<file path="config.mk">
export PLATFORM = sky130hd
export DESIGN_NAME = uart_in_feeder
export DESIGN_NICKNAME = d
export VERILOG_FILES = /design/src/rtl/uart_sim_pkg.sv /design/src/rtl/uart_char_fifo.sv /design/src/rtl/uart_in_feeder.sv
export SDC_FILE = /design/constraint.sdc
export NUM_CORES = 1
export LEC_CHECK = 0
export CORE_ASPECT_RATIO = 1.4
export CORE_UTILIZATION = 60
export CTS_BUF_LIST = sky130_fd_sc_hd__clkbuf_4 sky130_fd_sc_hd__clkbuf_8
export CTS_CLUSTER_SIZE = 14
export DETAILED_ROUTE_END_ITERATION = 10
export GPL_ROUTABILITY_DRIVEN = 0
export PLACE_DENSITY = 0.84
export SETUP_SLACK_MARGIN = 0.3
export SLEW_MARGIN = 20
export SYNTH_ARGS = -nofsm -noshare
export SYNTH_HDL_FRONTEND = slang
export SYNTH_SLANG_ARGS = --single-unit
</file>
<file path="constraint.sdc">
create_clock -name clock -period 3.7 [get_ports clock]
set_input_delay 0.74 -clock clock [delete_from_list [all_inputs] [get_ports clock]]
set_output_delay 0.74 -clock clock [all_outputs]
set_load 0.01 [all_outputs]
</file>
<file path="src/rtl/uart_sim_pkg.sv">
// Package: uart_sim_pkg
// Purpose: Shared character type and the "no character" code used by the
//          UART input feeder and the UART output console logic.
// Contents:
//   uart_char_t   - one 8-bit UART character
//   UART_CH_NONE  - value returned to a getc request when nothing is available
package uart_sim_pkg;

    typedef logic [7:0] uart_char_t;

    localparam uart_char_t UART_CH_NONE = 8'hFF;

endpackage

</file>
<file path="src/rtl/uart_char_fifo.sv">
// Module: uart_char_fifo
// Purpose: Character FIFO used by uart_in_feeder. It holds the storage,
//          the read/write pointers and the occupancy count.
//          Full and empty are decided by the level, not by the pointers.
//          The pointers wrap naturally.
// Parameters:
//   DEPTH    - number of entries; must be a power of two, >= 2
// Ports:
//   clock    in   1                 system clock
//   reset    in   1                 synchronous, active-high; empties the FIFO
//   push     in   1                 write push_ch this cycle (ignored when full)
//   push_ch  in   8                 byte to write
//   pop      in   1                 advance the read pointer (ignored when empty)
//   head_ch  out  8                 byte at the read pointer
//   level    out  $clog2(DEPTH)+1   occupancy
//   full     out  1                 level == DEPTH
module uart_char_fifo
    import uart_sim_pkg::*;
#(
    parameter int DEPTH = 16
) (
    input  logic                     clock,
    input  logic                     reset,
    input  logic                     push,
    input  logic [7:0]               push_ch,
    input  logic                     pop,
    output logic [7:0]               head_ch,
    output logic [$clog2(DEPTH):0]   level,
    output logic                     full
);

    localparam int AW = $clog2(DEPTH);
    localparam int LW = AW + 1;

    uart_char_t        mem [DEPTH];
    logic [AW-1:0]     wr_ptr;
    logic [AW-1:0]     rd_ptr;
    logic              do_push;
    logic              do_pop;

    assign full    = (level == LW'(DEPTH));
    assign do_push = push && !full;
    assign do_pop  = pop && (level != '0);
    assign head_ch = mem[rd_ptr];

    // Storage holds data only, so it is left out of reset.
    always_ff @(posedge clock) begin
        if (do_push) begin
            mem[wr_ptr] <= push_ch;
        end
    end

    always_ff @(posedge clock) begin
        if (reset) begin
            wr_ptr <= '0;
            rd_ptr <= '0;
            level  <= '0;
        end else begin
            if (do_push) begin
                wr_ptr <= wr_ptr + 1'b1;
            end
            if (do_pop) begin
                rd_ptr <= rd_ptr + 1'b1;
            end
            case ({do_push, do_pop})
                2'b10:   level <= level + 1'b1;
                2'b01:   level <= level - 1'b1;
                default: level <= level;
            endcase
        end
    end

endmodule

</file>
<file path="src/rtl/uart_in_feeder.sv">
// Module: uart_in_feeder
// Purpose: Character source for the SimTop UART input port. The host pushes
//          bytes into a FIFO. Each getc request (io_uart_in_valid) gets the
//          FIFO head in the same cycle and pops it. When no character is
//          deliverable, the request gets 8'hFF and is counted as a starve.
//          An optional gap of GAP idle cycles after every delivered character
//          models a slow line.
// Optional feature: define UART_IN_ECHO_EN to add echo_valid/echo_ch. These
//          are a registered copy of every pop, shown one cycle after the pop,
//          so typed input appears in the console log.
// Parameters:
//   DEPTH  - FIFO entries (power of two, >= 2)
//   GAP    - idle cycles after each delivered char; 0 = back-to-back
//   CW     - starve counter width
// Ports:
//   clock             in   1                 system clock
//   reset             in   1                 synchronous, active-high
//   host_valid        in   1                 host offers host_ch
//   host_ch           in   8                 byte to enqueue
//   host_ready        out  1                 FIFO can accept this cycle
//   io_uart_in_valid  in   1                 getc request
//   io_uart_in_ch     out  8                 returned byte (combinational)
//   level             out  $clog2(DEPTH)+1   FIFO occupancy
//   starve_cnt        out  CW                requests answered with 8'hFF
//   echo_valid        out  1                 [UART_IN_ECHO_EN] delivered-char strobe
//   echo_ch           out  8                 [UART_IN_ECHO_EN] delivered char
module uart_in_feeder
    import uart_sim_pkg::*;
#(
    parameter int DEPTH = 16,
    parameter int GAP   = 0,
    parameter int CW    = 32
) (
    input  logic                     clock,
    input  logic                     reset,
    input  logic                     host_valid,
    input  logic [7:0]               host_ch,
    output logic                     host_ready,
    input  logic                     io_uart_in_valid,
    output logic [7:0]               io_uart_in_ch,
    output logic [$clog2(DEPTH):0]   level,
    output logic [CW-1:0]            starve_cnt
`ifdef UART_IN_ECHO_EN
    ,
    output logic                     echo_valid,
    output logic [7:0]               echo_ch
`endif
);

    // The gap counter needs at least one bit, even when GAP is 0.
    localparam int GW = (GAP < 1) ? 1 : $clog2(GAP + 1);

    logic            fifo_full;
    uart_char_t      head_ch;
    logic [GW-1:0]   gap_cnt;
    logic            deliverable;
    logic            push;
    logic            pop;
    logic            starve;

    assign deliverable   = (level != '0) && (gap_cnt == '0);
    assign pop           = io_uart_in_valid && deliverable;
    assign starve        = io_uart_in_valid && !deliverable;
    // Ready depends only on the registered level. A pop in this cycle
    // does not free a slot until the next cycle.
    assign host_ready    = !fifo_full;
    assign push          = host_valid && host_ready;
    assign io_uart_in_ch = deliverable ? head_ch : UART_CH_NONE;

    uart_char_fifo #(
        .DEPTH (DEPTH)
    ) u_fifo (
        .clock   (clock),
        .reset   (reset),
        .push    (push),
        .push_ch (host_ch),
        .pop     (pop),
        .head_ch (head_ch),
        .level   (level),
        .full    (fifo_full)
    );

    // Pop and a nonzero gap_cnt cannot happen together, because a pop needs
    // gap_cnt == 0. Loading on pop therefore never conflicts with the
    // decrement.
    always_ff @(posedge clock) begin
        if (reset) begin
            gap_cnt <= '0;
        end else if (pop) begin
            gap_cnt <= GW'(GAP);
        end else if (gap_cnt != '0) begin
            gap_cnt <= gap_cnt - 1'b1;
        end
    end

    // The starve counter saturates at all-ones and never wraps.
    always_ff @(posedge clock) begin
        if (reset) begin
            starve_cnt <= '0;
        end else if (starve && (starve_cnt != '1)) begin
            starve_cnt <= starve_cnt + 1'b1;
        end
    end

`ifdef UART_IN_ECHO_EN
    logic            echo_vld_p1;
    uart_char_t      echo_ch_p1;

    // ---- stage p1: pop registered for the console echo path ----
    always_ff @(posedge clock) begin
        if (reset) begin
            echo_vld_p1 <= 1'b0;
        end else begin
            echo_vld_p1 <= pop;
        end
    end

    always_ff @(posedge clock) begin
        if (pop) begin
            echo_ch_p1 <= head_ch;
        end
    end

    assign echo_valid = echo_vld_p1;
    assign echo_ch    = echo_ch_p1;
`endif

endmodule

</file>
# Word level (Yosys, flattened, before mapping)
# Memories as Yosys holds them, arrays and structs flattened. A register that Yosys moved wholly into a read port is not among the register bits.
# Cells that the tools add are included.
dict set report op_classes {
  add_sub_neg 6
  multipliers 0
  n_div 0
  n_lt_le_gt_ge 0
  n_eq_ne 4
  n_shift 0
  n_mux 6
  bitwise 1
  reduce_logical 12
}
# cell n
set ops {}
lappend ops {{$add 32x1->32 const B} 1}
lappend ops {{$ne 32x32->1 const B} 1}
lappend ops {{$pmux 5 s2} 1}
lappend ops {{$add 4x1->4 const B} 2}
lappend ops {{$mux 4} 2}
lappend ops {{$mux 8} 1}
lappend ops {{$logic_and 1x1->1} 7}
lappend ops {{$add 5x1->5 const B} 1}
lappend ops {{$eq 5x5->1 const B} 1}
lappend ops {{$reduce_bool 5->1} 1}
lappend ops {{$sub 5x1->5 const B} 1}
lappend ops {{$reduce_or 3->1} 1}
lappend ops {{$eq 2x1->1 const B} 1}
lappend ops {{$eq 2x2->1 const B} 1}
lappend ops {{$logic_not 1->1} 2}
lappend ops {{$mux 1} 2}
lappend ops {{$reduce_bool 2->1} 1}
lappend ops {{$not 1->1} 1}
lappend ops {{$sub 1x1->1 const B} 1}
dict set report totals {
  register_bits 46
  latchBits 0
  mem_bits_rw 128
  mem_bits_ro 0
  elab_cells 35
  memories 1
}
# memory words word_bits rd rd_ports_with_merged_regs wr line
set mem_list {}
lappend mem_list {u_fifo.mem 16 8 1 1 1 uart_char_fifo.sv:35} ;# uart_char_t mem [DEPTH];

# Longest topological paths before layout
dict set report logic_depth {
  depth_word 6
  depth_mapped 12
  ltp_nobuf 10
}

# Hierarchy
# Synthesis repeated with hierarchy kept, for this count alone.
dict set report hier_totals {
  cells_unflattened 516
  hier_area_um2 7612.3
}
# mod instances cells_per_inst area_each_um2 seq_area_each_um2
set by_module_without_submodules {}
lappend by_module_without_submodules {uart_char_fifo 1 297 5779.3 4184.0}
lappend by_module_without_submodules {uart_in_feeder 1 219 1833.0 660.6}

# Least setup slack after synthesis
# Ideal clock, no wire load.
dict set report synth_timing {
  path_type {register -> register}
  from {register u_fifo.level[1]}
  to {register u_fifo.level[4]}
  setup_time_ps 115
  arrival_ps 2847
  setup_slack_ps 738
  path_stages_with_launch 13
  period_less_slack_ps 2962
  path_cell_list {dfxtp_1 buf_2 or4_1 o21ai_0 inv_1 ha_1 clkbuf_1 xor2_1 ha_1 o21a_1 a211oi_1 nor3_1 o21ba_2}
}
dict set report synth_via {
  elab_chain_len 6
}
# element line
set synth_rtl {}
lappend synth_rtl {{start, declared} uart_char_fifo.sv:28} ;# output logic [$clog2(DEPTH):0] level,
lappend synth_rtl {{start signal, assigned} uart_char_fifo.sv:66} ;# 2'b10: level <= level + 1'b1;
lappend synth_rtl {{start signal, assigned} uart_char_fifo.sv:67} ;# 2'b01: level <= level - 1'b1;
lappend synth_rtl {{start signal, assigned} uart_char_fifo.sv:68} ;# default: level <= level;
lappend synth_rtl {{$reduce_bool 5->1 (*)} {uart_char_fifo.sv:43, uart_in_feeder.sv:61}}
lappend synth_rtl {{$logic_and 1x1->1} uart_in_feeder.sv:61} ;# assign deliverable = (level != '0) && (gap_cnt == '0);
lappend synth_rtl {{$logic_and 1x1->1} uart_in_feeder.sv:62} ;# assign pop = io_uart_in_valid && deliverable;
lappend synth_rtl {{$logic_and 1x1->1 (*)} uart_char_fifo.sv:43} ;# assign do_pop = pop && (level != '0);
lappend synth_rtl {{named net u_fifo.do_pop} uart_char_fifo.sv:39} ;# logic do_pop;
lappend synth_rtl {{$eq 2x1->1 / $eq 2x2->1 (equally long branches)} uart_char_fifo.sv:65} ;# case ({do_push, do_pop})
lappend synth_rtl {{$pmux 5 s2 / $reduce_bool 2->1 (equally long branches)} -}
# Mark *: on every way through the listed nets, which the timed path passes. The rest lies on a longest branch.
# A chain may end at the register's enable or synchronous reset.

==> results.json <==
{
  "synth_cells": 516,
  "io_buffers": 57,
  "synth-async-reset-ratio_pct": 0,
  "min_to": "u_fifo.rd_ptr[1]",
  "final_common_cell": "edfxtp_1",
  "row_count": 48,
  "clockBufferDepth": 2,
  "drive_gt1_share_pct": 23.0,
  "cts.sinks": 178,
  "ioPinCount": 58,
  "cp_max_fo": 5,
  "r2r_slack_ps": 500,
  "report.final.hold_viol_count": 0,
  "grt_max_degree": 33,
  "hpwl_mm": 10.7,
  "setup_violations": 0,
  "p_leak_nw": 2.92,
  "yosysSeqAreaShare_pct": 64.0,
  "maxCapViolations": 0,
  "grt_usage_pct": 27.5,
  "cp_num_buf_inv": 4,
  "synth_warnings": 0,
  "root_buffer": "clkbuf_8",
  "wire_per_inst_um": 23.1,
  "skew_ps": 18.3,
  "min_path_cells": 2,
  "die_w_um": 96.9,
  "cts_tree": "built",
  "worstMarginPinSlew_ps": 1030,
  "firstDrtPassIters": 5,
  "endpoint_kind": "primary output",
  "cp.required_ps": 2960,
  "ir_drop_v": 0.000461,
  "hp-class": "reg2reg",
  "slew_viol_final": 0,
  "slew-limit-headroom_pct": 31.5,
  "drc": 0,
  "htreeDepth": 4,
  "final_cell_mix": "128 x edfxtp_1, 49 x dfxtp_1, 48 x clkdlybuf4s50_1",
  "rsz0062_at_grt": "yes",
  "antenna_found_initial": 0,
  "p_switching_mw": 1.16,
  "avgSynthCellArea_um2": 14.7,
  "p_clk_share_pct": 33.1,
  "grt_pass1_wl_mm": 26.6,
  "area_growth_pct": 19.5,
  "min-delay-start": "u_fifo.rd_ptr[1]",
  "die_height_um": 135,
  "wl_met3_um": 944,
  "intPower_mw": 3.27,
  "wl_met1_mm": 6.47,
  "reg2regPathDepth": 10,
  "clk_latency_ps": 460,
  "overflow": 0,
  "synth.net_count": 537,
  "power_density_nw_per_um2": 490,
  "grt_pass1_vias": 4826,
  "max_stage_delay_ps": 500,
  "synth_top_area_share_pct": 50.8,
  "clk_pin_slew_ps": 90,
  "r2r-start": "u_fifo.level[1]",
  "synth.largest_area_cell": "edfxtp_1",
  "cp_slowest_cell": "mux4_2",
  "fp.dieArea_um2": 13100,
  "wirelength_mm": 17.6,
  "yosys-top-cells-area": "edfxtp_1 51%, dfxtp_1 13%, mux4_2 12%, nor2_1 2.3%, ha_1 1.5%",
  "syn_area_um2": 7570,
  "cp_top_family": "multiplexers",
  "pwr-share-comb_pct": 16.3,
  "yosys_register_bits": 178,
  "power.total_mw": 4.43,
  "critical_path.cell_chain": "buf_16, buf_8, buf_6, mux4_2, mux4_2, or3_4, buf_6",
  "critical_path_class": "reg2out",
  "wl_met2_mm": 9.70,
  "fin_crit_sh_pct": 92.8,
  "drtIter0Drc": 403,
  "start_kind": "flip-flop",
  "ys.flop_type": "edfxtp_1",
  "cts_buffers": 17,
  "synth_cell_types": 52,
  "fin_setup_tns_ps": 0,
  "worst_ep_arrival_time_ps": 2690,
  "holdWs_ps": 533,
  "outcome": "completed",
  "start_util_pct": 61.5,
  "top_layer_used": "met4",
  "drtAntennaViolNets": 0,
  "power.share.switching_pct": 26.2,
  "fin_crit_ps": 3430,
  "synth_edf_count": 128,
  "via_per_inst": 6.47,
  "design.core.area_um2": 12300,
  "reg2reg_to": "u_fifo.level[4]",
  "antenna_cells": 0,
  "seqPwrFrac_pct": 50.7,
  "fin_nets": 622,
  "cts_hold_buf": 0,
  "fmax_mhz": 291,
  "vias": 4943
}
==> power groups by stage <==
stage | Combinational (mW) | Sequential, mW | Clock (mW)
floorplan | 0.374 | 2.27 | 0
global placement | 0.570 | 2.28 | 0
detailed placement | 0.592 | 2.28 | 0
CTS | 0.652 | 2.24 | 1.46
global route | 0.769 | 2.25 | 1.54
finish | 0.721 | 2.24 | 1.46
==> tightest hold or removal path: cells and delay by family (launching register included) <==
family	cells	cell delay, ps
flip-flops	1	340
AO/OA/AOI/OAI	1	70
AND/OR/NAND/NOR	1	80
==> area by class of cell <==
cell class	instances	area (um^2)
clock buffer	17	234
clock inverter	15	206
fill	749	3270
inverter	10	37.5
multi-input combinational	302	2600
sequential	178	4850
tap	150	188
timing repair buffer	92	928
==> per-stage QoR <==
stage,utilization (%),setup WS [ps],cell area [um^2],instances
6_report,73.5,267,9040,764
5_1_grt,73.5,205,9040,764
4_1_cts,72.6,216,8940,760
3_5_place_dp,68.2,321,8390,719
3_3_place_gp,68.2,426,8390,719
2_1_floorplan,-,738,7570,516
==> layer usage <==
metal  track usage [%]  up-vias
met5                 0        -
met1              31.3     2491
met4              12.9        0
met3              5.12       38
li1                  -     2188
met2              50.2      226
==> flip-flops by register name, summed over array words and instances (netlist names), named ones only <==
signal	count
u_fifo.mem	128
starve_cnt	32
gap_cnt	1
u_fifo.wr_ptr	4
u_fifo.rd_ptr	4
u_fifo.level	5
==> logic make-up after synthesis <==
logic type / share of synthesized area [%]
flip-flops: 64.0
AND/OR/NAND/NOR: 12.0
AO/OA/AOI/OAI: 5.37
multiplexers: 13.3
buffers and inverters: 2.07
XOR/XNOR: 1.74
adder cells (fa/ha/maj): 1.49
other: 0.0495
==> how the worst max path moves through the flow <==
stage	depth (start not counted)	startpoint	to	slack [ps]
finish	7	flip-flop	io_uart_in_ch[4]	270
global route	7	flip-flop	io_uart_in_ch[4]	200
CTS	5	flip-flop	io_uart_in_ch[6]	220
detailed placement	11	io_uart_in_valid	u_fifo.level[4]	320
global placement	12	host_valid	u_fifo.level[4]	430
floorplan	12	u_fifo.level[1]	u_fifo.level[4]	740
==> cells in the mapped netlist, drive strengths merged (9+ instances only) <==
library cell	instances
nand4	10
nor2	46
or3	13
clkbuf	17
a21oi	22
ha	9
mux4	40
nand2	27
nor3	15
dfxtp	50
or4	13
inv	10
buf	9
edfxtp	128
o31ai	14
nor4	10
==> repair_timing <==
action / CTS / global route
gates resized for setup: 33 / 19
gates cloned: 2 / 0
pin swaps: 0 / 1
setup endpoints to repair: 8 / 8
buffers inserted: 7 / 4
Power figures use the tool's default switching activity.
